==> config.mk <==
export PLATFORM = sky130hd
export DESIGN_NAME = fp_issue_ctrl
export DESIGN_NICKNAME = d
export VERILOG_FILES = /design/src/rtl/fp_issue_ctrl.sv
export SDC_FILE = /design/constraint.sdc
export NUM_CORES = 1
export LEC_CHECK = 0
export ABC_AREA = 1
export ABC_CLOCK_PERIOD_IN_PS = 9100
export CAP_MARGIN = 25
export CORE_AREA = 2 2 206 208
export CTS_CLUSTER_SIZE = 24
export DETAILED_ROUTE_END_ITERATION = 8
export DIE_AREA = 0 0 208 210
export HOLD_SLACK_MARGIN = 0.03
export PLACE_DENSITY = 0.75
export SETUP_SLACK_MARGIN = 0.5
export SYNTH_ARGS = -nofsm -noshare
export SYNTH_HDL_FRONTEND = slang
export SYNTH_SLANG_ARGS = --single-unit
==> constraint.sdc <==
create_clock -name clk_i -period 9.1 [get_ports clk_i]
set_clock_uncertainty 0.2 [all_clocks]
set_input_delay 1.82 -clock clk_i [delete_from_list [all_inputs] [get_ports clk_i]]
set_output_delay 1.82 -clock clk_i [all_outputs]
set_load 0.05 [all_outputs]
==> src/rtl/fp_issue_ctrl.sv <==
// fp_issue_ctrl
//   Issue controller between the FP decode stage and an fpnew-based FP unit.
//   Decoded operations wait in a DEPTH-entry in-order queue. The head is
//   offered to the FPU only when none of its used sources and (if it writes)
//   its destination are pending in the 32-entry scoreboard, and a tag is free.
//   Completing tags are mapped back to the destination register / write enable.
//
// Optional feature (macro FP_ISSUE_CMP_BYPASS_EN):
//   Defined   - a completion in the current cycle is forwarded into the issue
//               check (its tag counts as free, its rd as not pending).
//   Undefined - the issue check only sees registered scoreboard / tag state.
//
// Ports:
//   clk_i, rst_ni                  clock, asynchronous active-low reset
//   in_valid_i / in_ready_o        decode-side push handshake
//   in_rs_i, in_rs_use_i           {rs3,rs2,rs1} and per-source read flags
//   in_rd_i, in_rd_we_i            destination register and write flag
//   in_payload_i                   opaque operation bits
//   flush_i                        drop queued, not-yet-issued operations
//   iss_valid_o / iss_ready_i      FPU issue handshake
//   iss_payload_o, iss_tag_o       head payload and allocated tag
//   cmp_valid_i, cmp_tag_i         FPU result handshake and its tag
//   cmp_rd_o, cmp_we_o             register file write port (combinational)
//   count_o, inflight_o, busy_o    occupancy status
module fp_issue_ctrl #(
  parameter int DEPTH     = 4,
  parameter int PAYLOAD_W = 64,
  parameter int TAG_W     = 2
) (
  input  logic                   clk_i,
  input  logic                   rst_ni,
  input  logic                   in_valid_i,
  output logic                   in_ready_o,
  input  logic [14:0]            in_rs_i,
  input  logic [2:0]             in_rs_use_i,
  input  logic [4:0]             in_rd_i,
  input  logic                   in_rd_we_i,
  input  logic [PAYLOAD_W-1:0]   in_payload_i,
  input  logic                   flush_i,
  output logic                   iss_valid_o,
  input  logic                   iss_ready_i,
  output logic [PAYLOAD_W-1:0]   iss_payload_o,
  output logic [TAG_W-1:0]       iss_tag_o,
  input  logic                   cmp_valid_i,
  input  logic [TAG_W-1:0]       cmp_tag_i,
  output logic [4:0]             cmp_rd_o,
  output logic                   cmp_we_o,
  output logic [$clog2(DEPTH):0] count_o,
  output logic [TAG_W:0]         inflight_o,
  output logic                   busy_o
);

  localparam int MAXF  = 1 << TAG_W;
  localparam int PTR_W = $clog2(DEPTH);
  localparam int CNT_W = PTR_W + 1;

  typedef struct packed {
    logic [14:0]          rs;
    logic [2:0]           rs_use;
    logic [4:0]           rd;
    logic                 rd_we;
    logic [PAYLOAD_W-1:0] payload;
  } entry_t;

  entry_t           mem [DEPTH];
  logic [PTR_W-1:0] wr_ptr, rd_ptr;
  logic [CNT_W-1:0] count;

  logic [31:0]      sb, sb_next, sb_view;
  logic [MAXF-1:0]  tag_valid, tag_valid_next, free_view;
  logic [MAXF-1:0]  tag_we;
  logic [4:0]       tag_rd [MAXF];

  entry_t head;
  logic   full, empty, push, pop, cmp_hit;
  logic   raw_hazard, waw_hazard, tag_avail;

  assign full       = (count == CNT_W'(DEPTH));
  assign empty      = (count == '0);
  assign in_ready_o = !full;
  // A push offered in a flush cycle is dropped along with the queue contents.
  assign push       = in_valid_i && !full && !flush_i;
  assign pop        = iss_valid_o && iss_ready_i;
  assign head       = mem[rd_ptr];

  // Completions of unallocated tags (including those wiped by reset) are ignored.
  assign cmp_hit  = cmp_valid_i && tag_valid[cmp_tag_i];
  assign cmp_we_o = cmp_hit && tag_we[cmp_tag_i];
  assign cmp_rd_o = cmp_hit ? tag_rd[cmp_tag_i] : 5'd0;

  assign iss_payload_o = head.payload;
  assign count_o       = count;
  assign busy_o        = (count != '0) || (inflight_o != '0);

  // Issue check: hazards and lowest free tag.
  always_comb begin
    // NOTE: every combinational output gets a default first, so no path
    // leaves it unassigned and no latch is inferred.
    sb_view     = sb;
    free_view   = ~tag_valid;
    raw_hazard  = 1'b0;
    tag_avail   = 1'b0;
    iss_tag_o   = '0;
`ifdef FP_ISSUE_CMP_BYPASS_EN
    if (cmp_we_o) sb_view[cmp_rd_o] = 1'b0;
    if (cmp_hit)  free_view[cmp_tag_i] = 1'b1;
`endif
    for (int i = 0; i < 3; i++) begin
      if (head.rs_use[i] && sb_view[head.rs[5*i +: 5]]) raw_hazard = 1'b1;
    end
    waw_hazard = head.rd_we && sb_view[head.rd];
    // Scan downwards so the lowest free index is the last one written.
    for (int t = MAXF - 1; t >= 0; t--) begin
      if (free_view[t]) begin
        iss_tag_o = TAG_W'(t);
        tag_avail = 1'b1;
      end
    end
    iss_valid_o = !empty && !flush_i && !raw_hazard && !waw_hazard && tag_avail;
  end

  always_comb begin
    inflight_o = '0;
    for (int t = 0; t < MAXF; t++) inflight_o = inflight_o + (TAG_W+1)'(tag_valid[t]);
  end

  // Scoreboard / tag next state: clear on completion first, then set on
  // issue, so a tag freed and reallocated in one cycle ends up valid.
  always_comb begin
    // NOTE: blocking assignments here build the next state in order inside
    // combinational logic; the registers below take it with non-blocking ones.
    sb_next        = sb;
    tag_valid_next = tag_valid;
    if (cmp_hit)  tag_valid_next[cmp_tag_i] = 1'b0;
    if (cmp_we_o) sb_next[cmp_rd_o] = 1'b0;
    if (pop) begin
      tag_valid_next[iss_tag_o] = 1'b1;
      if (head.rd_we) sb_next[head.rd] = 1'b1;
    end
  end

  always_ff @(posedge clk_i or negedge rst_ni) begin
    if (!rst_ni) begin
      sb        <= '0;
      tag_valid <= '0;
    end else begin
      sb        <= sb_next;
      tag_valid <= tag_valid_next;
    end
  end

  // NOTE: storage arrays carry no reset; each entry is only read after the
  // valid bit or occupancy count that guards it has been set.
  always_ff @(posedge clk_i) begin
    if (push) mem[wr_ptr] <= '{rs: in_rs_i, rs_use: in_rs_use_i, rd: in_rd_i,
                               rd_we: in_rd_we_i, payload: in_payload_i};
    if (pop) begin
      tag_rd[iss_tag_o] <= head.rd;
      tag_we[iss_tag_o] <= head.rd_we;
    end
  end

  // Queue pointers wrap naturally because DEPTH is a power of two.
  always_ff @(posedge clk_i or negedge rst_ni) begin
    if (!rst_ni) begin
      wr_ptr <= '0;
      rd_ptr <= '0;
      count  <= '0;
    end else if (flush_i) begin
      wr_ptr <= '0;
      rd_ptr <= '0;
      count  <= '0;
    end else begin
      if (push) wr_ptr <= wr_ptr + 1'b1;
      if (pop)  rd_ptr <= rd_ptr + 1'b1;
      count <= count + CNT_W'(push) - CNT_W'(pop);
    end
  end

endmodule

# Yosys cells after proc, flatten, opt, wreduce, memory -nomap -nowiden
# Memory sizes are Yosys's and may differ from the RTL's.
# Cells that the tools add are included.
# totals
regBits	47
latchBits	0
ramBits	372
rom_bits	0
in_bits	96
mem_count	2
# mem_list
memory	words	width	read_ports	rd_clocked_by_memory_dff	write_ports	line_no	source
mem	4	88	1	0	1	65	entry_t mem [DEPTH];
tag_rd	4	5	1	0	1	72	logic [4:0] tag_rd [MAXF];
# op_classes
add_sub_neg	7
multipliers	0
div	0
magnitude_cmp	11
eq_ne	1
shift	0
n_mux	47
bitwise	7
reduce_logical	28
# op_table
operator	count
$mux 32	3
$and 32x32->32	1
$not 32->32	1
$or 32x32->32	1
$lt 5x6->1 const B	5
$mux 1	21
$bmux 1 s5	4
$logic_and 1x1->1	17
$mux 2	8
$demux 1 s5	2
$ge 5x1->1 const B	2
$mux 4	2
$not 4->4	2
$add 3x1->3	2
$lt 2x3->1 const B	2
$reduce_bool 3->1	2
$logic_not 1->1	5
$mux 5	1
$add 2x1->2 const B	2
$and 4x4->4	1
$bmux 1 s2	2
$bwmux 4	1
$demux 1 s2	2
$ge 2x1->1 const B	2
other kinds (9)	10

# Longest topological paths before layout
# Gate-level depths: netlist of run 1.
# logic_depth
ltp_word	14
mapped_depth	26
ltp_nobuf	23

# Worst setup path before layout of run 1
# OpenSTA, ideal clock, no wires.
# synth_path
path_kind	in2reg
start	in in_valid_i
end	mem mem[0][0] in the netlist's numbering (enable)
setup_time_ps	535
t_arrival_ps	5821
slack_ps	2544
path_stages	4
path_buffers	0
cell_sequence	nand2_1 -> nor2_1 -> inv_1 -> nor2_1
# synth_between
elab_chain_len	4
# synth_lines
element	line_no	source
start, declared	32	input logic in_valid_i,
$logic_and 1x1->1 (2 in a row)	82	assign push = in_valid_i && !full && !flush_i;
$mux 1	155	if (push) mem[wr_ptr] <= '{rs: in_rs_i, rs_use: in_rs_use_i, rd: in_rd_i,
$mux 1 (not written as such)	155	
end, declared	65	
# Every way passes these cells.

# Final worst setup path of run 1
# layout_path
start	reg rd_ptr[0]
end	out iss_valid_o
# layout_between
elab_chain_len	11
word_cells_on_any_way	21
# layout_lines
element	line_no	source
start, declared	66	logic [PTR_W-1:0] wr_ptr, rd_ptr;
start signal, assigned	175	if (pop) rd_ptr <= rd_ptr + 1'b1;
$mem_v2 4x88 *	n/a	
$bmux 1 s5	109	if (head.rs_use[i] && sb_view[head.rs[5*i +: 5]]) raw_hazard = 1'b1;
$mux 1 (not written as such)	109	
$logic_and 1x1->1	109	
$mux 1 (3 in a row)	109	
$logic_not 1->1	119	iss_valid_o = !empty && !flush_i && !raw_hazard && !waw_hazard && tag_avail;
$logic_and 1x1->1	119	
$logic_and 1x1->1 * (2 in a row)	119	
end, declared	40	output logic iss_valid_o,
# Every way passes the cells marked *; elsewhere a longest branch is shown, timed or not. The select of a mux whose other input is x is not followed.

==> results of run 1 <==
[worst max-delay path: cells and delay by family (launching register included)]
family	cells	cell delay, ps
buf+inv	3	1550
flops	1	530
compound gates	2	370
simple gates	9	1900
[final cells by class]
type | instances | area, um^2 | area share
Sequential cell | 419 | 12400 | 0.572
Multi-Input combinational cell | 985 | 4940 | 0.229
Timing Repair Buffer | 190 | 1910 | 0.0884
Clock buffer | 53 | 1160 | 0.0535
Tap cell | 539 | 674 | 0.0312
Inverter | 87 | 332 | 0.0153
Clock inverter | 21 | 229 | 0.0106
Antenna cell | 3 | 7.51 | 0.000347
[through the flow]
step           area (um^2)   util  worst slack, ps
2_1_floorplan        18500      -             2540
3_3_place_gp         20100  0.486             2610
3_5_place_dp         20200  0.486             2560
4_1_cts              21500  0.520             2180
5_1_grt              21600  0.521             1760
6_report             21600  0.521             2190
[cell usage in the layout (no fill, tap or decap), types with 2 or more instances in the layout]
cell type,count
sky130_fd_sc_hd__edfxtp_1,376
sky130_fd_sc_hd__nand2_1,268
sky130_fd_sc_hd__o21ai_0,182
sky130_fd_sc_hd__nor2_1,180
sky130_fd_sc_hd__clkdlybuf4s50_1,175
sky130_fd_sc_hd__nand3_1,137
sky130_fd_sc_hd__o22ai_1,73
sky130_fd_sc_hd__inv_1,72
sky130_fd_sc_hd__clkbuf_16,45
sky130_fd_sc_hd__dfrtp_1,41
sky130_fd_sc_hd__o21ai_2,29
sky130_fd_sc_hd__nand3b_1,15
sky130_fd_sc_hd__inv_2,13
sky130_fd_sc_hd__a21oi_1,12
sky130_fd_sc_hd__o21ai_1,12
sky130_fd_sc_hd__nor2_4,12
sky130_fd_sc_hd__buf_4,9
sky130_fd_sc_hd__ha_1,8
sky130_fd_sc_hd__clkbuf_1,8
sky130_fd_sc_hd__clkinv_1,8
sky130_fd_sc_hd__nand2_2,7
sky130_fd_sc_hd__nor2_2,7
sky130_fd_sc_hd__nor3_1,7
sky130_fd_sc_hd__nand3_2,5
sky130_fd_sc_hd__bufinv_16,5
sky130_fd_sc_hd__clkinv_2,5
sky130_fd_sc_hd__a22oi_1,4
sky130_fd_sc_hd__a31oi_1,4
sky130_fd_sc_hd__buf_12,4
sky130_fd_sc_hd__diode_2,3
sky130_fd_sc_hd__a221oi_1,3
sky130_fd_sc_hd__nand3_4,3
sky130_fd_sc_hd__inv_4,2
sky130_fd_sc_hd__a22o_1,2
sky130_fd_sc_hd__nand2_4,2
sky130_fd_sc_hd__nand4_1,2
sky130_fd_sc_hd__xor2_1,2
sky130_fd_sc_hd__fa_1,2
sky130_fd_sc_hd__clkinvlp_4,2
[sequential cells by signal, summed over array words and instances, names as in the netlist]
name,cells
tag_rd,20
tag_valid,4
count_o,3
tag_we,4
wr_ptr,2
rd_ptr,2
sb,32
mem,352
[per-layer routing]
layer	track usage	vias up	share of wire
met4	0.0665	6	0.032
li1	-	5897	-
met2	0.343	408	0.48
met5	0	-	0.0011
met3	0.0691	96	0.089
met1	0.252	6015	0.40
[cell families (layout without fill, tap and decap cells)]
group / Yosys count / after routing / synth area share
other: 0 / 3 / 0
and+or+nand+nor: 647 / 647 / 0.154
xor gates and xnor gates: 3 / 3 / 0.00142
DFF: 419 / 419 / 0.668
buffers and inverters: 227 / 351 / 0.0671
adders and majority gates: 10 / 10 / 0.00757
AOI/OAI and AO/OA: 325 / 325 / 0.102
[where the power goes]
part           switching (mW)  internal (mW)  total, mW
clock                   0.692           1.04       1.73
sequential             0.0773           2.24       2.31
combinational           0.805          0.346       1.15
[worst paths after layout]
kind | start | slack [ps] | to | depth (start not counted)
worst max-delay path | rd_ptr[0] | 2190 | iss_valid_o | 14
worst max register to register | rd_ptr[0] | 3830 | count_o[2] | 20
min in group asynchronous | rst_ni | 930 | sb[12] | 1
worst min register to register | sb[18] | 420 | sb[18] | 2
worst min-delay path | sb[18] | 420 | sb[18] | 2
max in group asynchronous | rst_ni | 7290 | wr_ptr[1] | 2
==> summary.txt, run 1 <==
Run status
  – Run status: finished, final reports clean

CTS
  – CTS tree: built
  – Clock latency on the worst-skew pair: about 550 ps
  – Number of buffers created by CTS: 43
  – Number of sinks handled by clock tree synthesis: 419
  – Post-cts sizing count: 0
  – H-Tree Level Count: 2
  – Post-CTS setup buffers: 0
  – Clock buffer depth: 3
  – Number of hold buffers added after CTS: 0
  – Root cell of the clock tree: sky130_fd_sc_hd__clkbuf_16
  – Clock-pin slew on the worst setup and hold paths: around 70 ps

Synthesis
  – Count of mapped cells out of synthesis: 1631
  – Synth unique cells: 41
  – Syn Std Cell Area: 18500 um^2
  – Number of enable-type register cells in the synthesized netlist: ~380
  – Cell with the most instances after synthesis: sky130_fd_sc_hd__edfxtp_1
  – Register area share after synthesis: 0.668
  – Post-synth top flop: sky130_fd_sc_hd__edfxtp_1
  – Yosys warning count: 0
  – Proportion of register bits with asynchronous set or reset after synthesis: 0.103
  – Net Count, Synth: 1737
  – Share of the synthesized area in the top cell type: 0.610
  – Cell taking the most area after synthesis: sky130_fd_sc_hd__edfxtp_1
  – Leading post-synthesis cells by cell area: sky130_fd_sc_hd__edfxtp_1 (61%), sky130_fd_sc_hd__dfrtp_1 (5.8%), sky130_fd_sc_hd__nand2_1 (5.4%)
  – Cell types with the highest counts after synthesis: sky130_fd_sc_hd__edfxtp_1 (376), sky130_fd_sc_hd__nand2_1 (268), sky130_fd_sc_hd__nor2_1 (184)
  – Synthesized flop and latch total: between 400 and 500
  – Mapped Avg Cell Area: between 10 and 15 um^2

Flow run
  – Max_cap viols: 0

Power
  – Power consumption: just over 5 mW
  – Max IR drop VDD: between 0.15 and 0.2 mV
  – Cell area power density: 240 nW/um^2
  – Leakage power figure: between 7 and 8 nW

Placement
  – Post-Place Cells: about 2200
  – Number of I/O port buffers: 176
  – Placer congestion estimate: just under 0.9
  – Post-DP HPWL: about 28000 um

Critical path
  – Cell with the largest stage delay on the worst path: sky130_fd_sc_hd__clkdlybuf4s50_1
  – Delay of the slowest cell on the worst path: approximately 900 ps
  – Kind of critical path: flip-flop to output pin
  – Endpoint arrival time on the critical path: 4890 ps
  – Required time at the worst-slack endpoint: between 7000 and 8000 ps
  – Critical Path Source Type: flip-flop
  – Endpoint type of the worst setup path: output pin
  – Worst-path cell chain: inv_4 -> nand2_1 -> nand3_1 -> nand2_1 -> o21ai_0 -> nand2_1 -> nand2_1 -> a21oi_1 -> nand3_1 -> nand2_1 -> inv_1 -> nand2_1 -> nor2_1 -> clkdlybuf4s50_1
  – Critical Path Most Common Cell: sky130_fd_sc_hd__nand2_1
  – Critical path fanouts, max: between 70 and 80

Timing
  – Rel. slew slack: 0.294
  – Portion of the clock cycle consumed by the worst path in the final layout: 0.760
  – Final count of hold timing violations: 0
  – Setup-violating endpoint count in the final report: 0
  – Setup repair after global routing missed its margin: no
  – Number of pins with negative max-slew slack in the final report: 0
  – Top achievable clock speed: approximately 140 MHz
  – Sum of negative setup slack: 0 ps
  – Pin slew with the least headroom to its limit: 1050 ps
  – Minimum clock period after layout: 6910 ps
  – Smallest hold slack: 418 ps

Detailed routing
  – Per-cell via count in the routed design: roughly 5.4
  – Drt first pass iters: 7
  – Routed wire length: about 46000 um
  – Per-cell routed wire length: ~20 um
  – Remaining antenna violation count: 0
  – # DRC: 0
  – Via count: ~12000
  – Drt initial violations: roughly 1100

Global routing
  – Number of global-route vias before repair: ~12000
  – Leftover overflow at the end of global routing: 0
  – Largest net degree at the start of global routing: 95
  – Gr usage total: 0.205
  – Initial antenna violation count: 5
  – First-pass GRT wire length: 69300 um

Die
  – Starting utilization of the core area: 0.447
  – I/O pin cnt: ~180
  – Die Ht: roughly 210 um
  – Site Rows: 75
  – Area of the core: just over 40000 um^2
  – Die area: ~44000 um^2
  – Die Span X: roughly 210 um

Finish
  – Area growth, synth to finish: 16.7%
  – Share of post-route cells with drive strength above 1: 0.0900
  – Final cell count without fillers: ~2300
  – Fillers: between 3000 and 4000
  – Final layout net count: roughly 1800

Min path
  – HP Class: flip-flop to flip-flop
No activity file was read; power rests on OpenSTA's default activity.
==> run 2, diff against run 1 <==
--- a/config.mk
+++ b/config.mk
@@ -6,7 +6,7 @@
 export NUM_CORES = 1
 export LEC_CHECK = 0
 export ABC_AREA = 1
-export ABC_CLOCK_PERIOD_IN_PS = 9100
+export ABC_CLOCK_PERIOD_IN_PS = 6900
 export CAP_MARGIN = 25
 export CORE_AREA = 2 2 206 208
 export CTS_CLUSTER_SIZE = 24
==> constraint.sdc (replaced) <==
create_clock -name clk_i -period 6.9 [get_ports clk_i]
set_clock_uncertainty 0.2 [all_clocks]
set_input_delay 1.38 -clock clk_i [delete_from_list [all_inputs] [get_ports clk_i]]
set_output_delay 1.38 -clock clk_i [all_outputs]
set_load 0.05 [all_outputs]
==> run 2 against run 1 <==
Net effect:
- highest routed layer unchanged
- via count rose by 1.6%
- worst setup slack lost 1100 ps
- global-route usage down 0.33 points
- sequential share of layout area grew 0.14 points
- largest cell class unchanged
- critical path type unchanged
- critical endpoint unchanged
- routed wire length is 1.2% lower
- sequential cell count unchanged
- sequential power rose by 32%
==> summary.txt, run 2 (same netlist as run 1, synthesis figures left out) <==
Placement
  – Number of I/O port buffers: ~180
  – Placer congestion estimate: just under 0.9
  – Cell area reported after detailed placement: 20200 um^2
  – Post-Place Cells: roughly 2200
  – Post-DP HPWL: approximately 28000 um

Detailed routing
  – Per-cell via count in the routed design: 5.48
  – Routed wire length: around 45000 um
  – Via count: between 10000 and 15000
  – Drt initial violations: between 900 and 1000
  – # DRC: 0
  – Remaining antenna violation count: 0
  – Per-cell routed wire length: between 15 and 20 um
  – Drt first pass iters: 5

Critical path
  – Kind of critical path: flip-flop to output pin
  – Worst R2R End: count_o[2]
  – Required time at the worst-slack endpoint: about 5300 ps
  – Cell with the largest stage delay on the worst path: sky130_fd_sc_hd__dfrtp_4
  – Startpoint of the most critical register-to-register path: rd_ptr[0]
  – Delay of the slowest cell on the worst path: a little under 700 ps
  – Worst-path cell chain: buf_4 -> nand2_1 -> nand3_2 -> nand2_1 -> o21ai_0 -> nand2_1 -> nand2_1 -> a21oi_1 -> nand3_1 -> nand2_1 -> inv_1 -> nand2_1 -> nor2_1 -> buf_4
  – Critical Path Source Type: flip-flop
  – Endpoint arrival time on the critical path: about 4300 ps
  – Setup slack of the most critical reg-to-reg path: 1600 ps
  – Critical Path Most Common Cell: sky130_fd_sc_hd__nand2_1
  – Endpoint type of the worst setup path: output pin
  – Reg2reg path depth: 23
  – Critical path fanouts, max: just under 70

Min path
  – HP Class: input pin to async pin

Global routing
  – Initial antenna violation count: 3
  – Largest net degree at the start of global routing: 89
  – Number of global-route vias before repair: around 13000
  – Leftover overflow at the end of global routing: 0
  – First-pass GRT wire length: between 60000 and 70000 um
  – Gr usage total: 0.202

Timing
  – Pin slew with the least headroom to its limit: around 1100 ps
  – Portion of the clock cycle consumed by the worst path in the final layout: 0.847
  – Sum of negative setup slack: 0 ps
  – Number of pins with negative max-slew slack in the final report: 0
  – Setup repair after global routing missed its margin: no
  – Top achievable clock speed: 171 MHz
  – Minimum clock period after layout: 5850 ps
  – Setup-violating endpoint count in the final report: 0
  – Final count of hold timing violations: 0
  – Rel. slew slack: 0.249

Die
  – Area of the core: between 40000 and 50000 um^2
  – Die Span X: roughly 210 um
  – Die area: approximately 44000 um^2
  – Die Ht: about 210 um
  – Site Rows: 75
  – Starting utilization of the core area: 0.447
  – I/O pin cnt: between 150 and 200

CTS
  – Clock latency on the worst-skew pair: between 500 and 600 ps
  – Clock buffer depth: 3
  – Post-CTS setup buffers: 0
  – Root cell of the clock tree: sky130_fd_sc_hd__clkbuf_16
  – Number of hold buffers added after CTS: 0
  – CTS tree: built
  – Number of sinks handled by clock tree synthesis: between 400 and 500
  – Clock-pin slew on the worst setup and hold paths: around 60 ps
  – Number of buffers created by CTS: between 40 and 50
  – H-Tree Level Count: 2
  – Post-cts sizing count: 0

Finish
  – Share of post-route cells with drive strength above 1: 0.0942
  – Number of flip-flops in the largest register: approximately 350
  – Final cell count without fillers: 2303
  – Area growth, synth to finish: 16.5%
  – Registers with the highest flip-flop counts: mem x352, sb x32, tag_rd x20
  – Commonest non-fill, non-tap cells in the layout: sky130_fd_sc_hd__edfxtp_1 (376), sky130_fd_sc_hd__nand2_1 (268), sky130_fd_sc_hd__o21ai_0 (182)
  – Final layout net count: ~1800
  – Design area: 21600 um^2
  – Largest register by flop count: mem
  – Final core utilization: 0.520
  – Most common cell after layout, fill and taps aside: sky130_fd_sc_hd__edfxtp_1

Power
  – Max IR drop VDD: approximately 0.26 mV
  – Net switching power of the design: between 2 and 2.5 mW
  – Sequential Power Share: 0.447
  – Leakage power figure: between 7 and 8 nW
  – Part of the power in the clock network: 0.329
  – Relative contribution of combinational cells to total power: 0.223
  – P_int: roughly 4.7 mW
  – Cell area power density: 315 nW/um^2
  – Net switching share of the total power: 0.309

Run status
  – Run status: finished, final reports clean

Flow run
  – Max_cap viols: 0
## run 2: changes by cell type in the layout (fill, tap and decap cells not counted), sizes merged
cell | previous run | this run
clkbuf | 54 | 51
diode | 3 | 1
inv | 87 | 90
clkinv | 14 | 19
clkdlybuf4s50 | 175 | 174
buf | 14 | 18
clkinvlp | 2 | 3
bufinv | 5 | 4
## run 2: how the worst max path moves through the flow
stage | from | end | slack (ps)
2_1_floorplan | in_valid_i | mem[0][0] | 780
3_3_place_gp | cmp_tag_i[1] | cmp_rd_o[2] | 1430
3_5_place_dp | cmp_tag_i[0] | cmp_rd_o[2] | 1350
4_1_cts | rd_ptr[0] | iss_valid_o | 1030
5_1_grt | rd_ptr[0] | iss_valid_o | 650
6_report | rd_ptr[0] | iss_valid_o | 1050
## run 2: area by class of cell
type | instances | area (um^2)
antenna | 1 | 2.50
clock buffer | 49 | 1100
clock inverter | 29 | 254
fill | 3538 | 19900
inverter | 87 | 332
multi-input combinational | 985 | 4940
sequential | 419 | 12400
tap | 539 | 674
timing repair buffer | 194 | 1900
## run 2: critical path, delay by kind of cell, from the launching register on
family,cells,cell delay [ps]
AO/OA/AOI/OAI,2,360
buffers and inverters,3,1000
flip-flops,1,690
AND/OR/NAND/NOR,9,1610
## run 2: power groups by stage
stage	clock, mW	combinational (mW)	sequential (mW)
after floorplan	0	1.11	3.09
after global placement	0	1.48	3.09
after detailed placement	0	1.51	3.09
after CTS	2.28	1.52	3.04
after global routing	2.37	1.63	3.05
final	2.24	1.52	3.04
## run 2: layer usage
| layer | up-vias | track usage | share of wire |
|---|---|---|---|
| li1 | 5924 | - | - |
| met1 | 6137 | 0.237 | 0.39 |
| met2 | 459 | 0.346 | 0.49 |
| met3 | 100 | 0.0615 | 0.082 |
| met4 | 2 | 0.0846 | 0.032 |
| met5 | - | 0 | 0.00029 |
## run 2: stage by stage
stage                     total power [mW]  hold slack, ps  worst slack (ps)
after global routing                  7.06             403               652
final                                 6.80             418              1050
after CTS                             6.84             420              1030
after floorplan                       4.20             333               784
after global placement                4.57             410              1430
after detailed placement              4.60             411              1350
==> run 3, diff against run 2 <==
--- a/config.mk
+++ b/config.mk
@@ -6,14 +6,14 @@
 export NUM_CORES = 1
 export LEC_CHECK = 0
 export ABC_AREA = 1
-export ABC_CLOCK_PERIOD_IN_PS = 6900
+export ABC_CLOCK_PERIOD_IN_PS = 5250
 export CAP_MARGIN = 25
 export CORE_AREA = 2 2 206 208
 export CTS_CLUSTER_SIZE = 24
 export DETAILED_ROUTE_END_ITERATION = 8
 export DIE_AREA = 0 0 208 210
 export HOLD_SLACK_MARGIN = 0.03
-export PLACE_DENSITY = 0.75
+export PLACE_DENSITY = 0.77
 export SETUP_SLACK_MARGIN = 0.5
 export SYNTH_ARGS = -nofsm -noshare
 export SYNTH_HDL_FRONTEND = slang
==> constraint.sdc (replaced) <==
create_clock -name clk_i -period 5.25 [get_ports clk_i]
set_clock_uncertainty 0.2 [all_clocks]
set_input_delay 1.05 -clock clk_i [delete_from_list [all_inputs] [get_ports clk_i]]
set_output_delay 1.05 -clock clk_i [all_outputs]
set_load 0.05 [all_outputs]
==> run 3 against run 2 <==
Net effect:
- non-clock buffer count grew 8
- combinational power is 36% higher
- sequential share of layout area shrank 0.81 points
- routed wire length is 6.1% higher
==> summary.txt, run 3 (same netlist as run 1, synthesis figures left out) <==
Global routing
  – Initial antenna violation count: 4
  – Number of global-route vias before repair: around 13000
  – Gr usage total: 0.215
  – Leftover overflow at the end of global routing: 0
  – Largest net degree at the start of global routing: 89
  – First-pass GRT wire length: between 70000 and 80000 um

CTS
  – Number of buffers created by CTS: 44
  – H-Tree Level Count: 2
  – Clock buffer depth: 3
  – Clock latency on the worst-skew pair: 580 ps
  – Number of hold buffers added after CTS: 0
  – Clock-pin slew on the worst setup and hold paths: approximately 60 ps
  – Number of sinks handled by clock tree synthesis: approximately 420
  – CTS tree: built
  – Root cell of the clock tree: sky130_fd_sc_hd__clkbuf_16

Detailed routing
  – # DRC: 0
  – Routed wire length: ~48000 um
  – Remaining antenna violation count: 0
  – Per-cell via count in the routed design: between 5 and 6
  – Drt initial violations: about 1100
  – Per-cell routed wire length: between 20 and 25 um
  – Drt first pass iters: 5
  – Via count: 12800

Critical path
  – Endpoint type of the worst setup path: output pin
  – Worst-path cell chain: buf_4 -> nand2_1 -> o21ai_1 -> nand2_1 -> nand2_2 -> nand2_1 -> nor2_1 -> a21oi_1 -> nand3_1 -> nand2_1 -> inv_1 -> nand2_1 -> nor2_2 -> buf_12
  – Worst R2R End: count_o[2]
  – Critical path fanouts, max: 19
  – Launch point of the worst path: rd_ptr[0]
  – Endpoint arrival time on the critical path: about 3400 ps
  – Cell with the largest stage delay on the worst path: sky130_fd_sc_hd__dfrtp_4
  – Critical Path Source Type: flip-flop
  – Startpoint of the most critical register-to-register path: rd_ptr[0]
  – Setup slack of the most critical reg-to-reg path: 1310 ps
  – Kind of critical path: flip-flop to output pin
  – Delay of the slowest cell on the worst path: about 580 ps
  – Worst setup path end: iss_valid_o
  – Required time at the worst-slack endpoint: 4000 ps
  – Reg2reg path depth: 23
  – Critical Path Most Common Cell: sky130_fd_sc_hd__nand2_1

Finish
  – Final layout net count: approximately 1800
  – Most common cell after layout, fill and taps aside: sky130_fd_sc_hd__edfxtp_1
  – Final cell count without fillers: about 2300
  – Fillers: approximately 3500
  – Number of flip-flops in the largest register: about 350
  – Share of post-route cells with drive strength above 1: 0.103
  – Commonest non-fill, non-tap cells in the layout: sky130_fd_sc_hd__edfxtp_1 (376), sky130_fd_sc_hd__nand2_1 (267), sky130_fd_sc_hd__o21ai_0 (182)
  – Largest register by flop count: mem
  – Area growth, synth to finish: 18.1%
  – Registers with the highest flip-flop counts: mem x352, sb x32, tag_rd x20

Timing
  – Setup ws final: 622 ps
  – Minimum clock period after layout: roughly 4600 ps
  – Pin slew with the least headroom to its limit: approximately 920 ps
  – Top achievable clock speed: roughly 220 MHz
  – Rel. slew slack: 0.383
  – Setup repair after global routing missed its margin: yes
  – Portion of the clock cycle consumed by the worst path in the final layout: 0.882
  – Number of pins with negative max-slew slack in the final report: 0
  – Final count of hold timing violations: 0
  – Setup-violating endpoint count in the final report: 0

Power
  – Max IR drop VDD: slightly above 0.3 mV
  – Cell area power density: a little over 400 nW/um^2
  – Leakage power figure: ~7.8 nW

Flow run
  – Max_cap viols: 0

Placement
  – Placer congestion estimate: between 0.9 and 1
  – Post-Place Cells: around 2200
  – Post-DP HPWL: roughly 29000 um
  – Number of I/O port buffers: 176
  – Worst slack after detailed placement: roughly 550 ps

Die
  – Starting utilization of the core area: 0.447
  – Die area: ~44000 um^2
  – Die Span X: between 200 and 250 um
  – Site Rows: 75
  – Area of the core: ~41000 um^2
  – I/O pin cnt: 177
  – Die Ht: approximately 210 um

Min path
  – HP Class: input pin to async pin

Run status
  – Run status: finished, final reports clean
-- run 3: cell count changes in the layout (fill, tap and decap cells not counted), moves of 2 or more --
cell / delta
sky130_fd_sc_hd__buf_4: -3
sky130_fd_sc_hd__clkdlybuf4s50_1: -6
sky130_fd_sc_hd__dlymetal6s2s_1: +2
sky130_fd_sc_hd__clkinv_2: +3
sky130_fd_sc_hd__clkinv_1: -5
sky130_fd_sc_hd__bufbuf_16: +2
sky130_fd_sc_hd__buf_16: +2
sky130_fd_sc_hd__buf_12: +8
sky130_fd_sc_hd__clkinvlp_4: -2
sky130_fd_sc_hd__clkbuf_1: +2
sky130_fd_sc_hd__buf_6: +2
-- run 3: critical path, delay by kind of cell (launching register included) --
kind,cells,cell delay (ps)
compound gates,2,200
flops,1,580
simple gates,9,1470
buf+inv,3,530
-- run 3: how the worst min path moves through the flow --
stage	startpoint	slack, ps	end
3_3_place_gp	wr_ptr[1]	410	wr_ptr[1]
3_5_place_dp	tag_valid[3]	440	tag_valid[3]
2_1_floorplan	sb[23]	330	sb[23]
5_1_grt	rst_ni	80	sb[25]
4_1_cts	tag_valid[0]	450	tag_valid[0]
6_report	rst_ni	90	sb[26]
-- run 3: cell type report --
class	instances	area [um^2]	share of cell area
Tap cell	539	674	0.0308
Clock inverter	25	254	0.0116
Multi-Input combinational cell	985	4960	0.227
Sequential cell	419	12400	0.565
Clock buffer	52	1130	0.0517
Inverter	87	334	0.0153
Timing Repair Buffer	202	2150	0.0985
Antenna cell	1	2.50	0.000114
-- run 3: power breakdown --
| group | total [mW] | internal, mW | switching (mW) | leakage [nW] |
|---|---|---|---|---|
| Clock | 3.02 | 1.74 | 1.28 | 0.682 |
| Combinational | 2.06 | 0.643 | 1.42 | 3.16 |
| Sequential | 4.00 | 3.87 | 0.133 | 4.00 |
-- run 3: timing repair --
action,in CTS,in global routing
resized for setup,7,3
buffers inserted,1,1
hold endpoints to repair,0,0
gates cloned,2,0
setup endpoints to repair,1,16
-- run 3: routing by layer --
layer	global-route usage	share of wire	vias up	wire (um)
met5	0	0.00086	-	41
met2	0.349	0.48	474	22800
met3	0.0624	0.087	84	4170
met1	0.275	0.41	6340	19600
li1	-	-	5925	-
met4	0.0846	0.025	6	1220
-- run 3: stage by stage --
step,setup TNS [ps],hold slack [ps],utilization,power (mW),area (um^2)
after floorplan,-255590,333,-,5.52,18500
after global placement,0,409,0.490,6.05,20300
after detailed placement,0,436,0.490,6.08,20300
after CTS,0,447,0.526,9.14,21800
after global routing,0,82.0,0.527,9.43,21900
final,0,92.0,0.527,9.09,21900
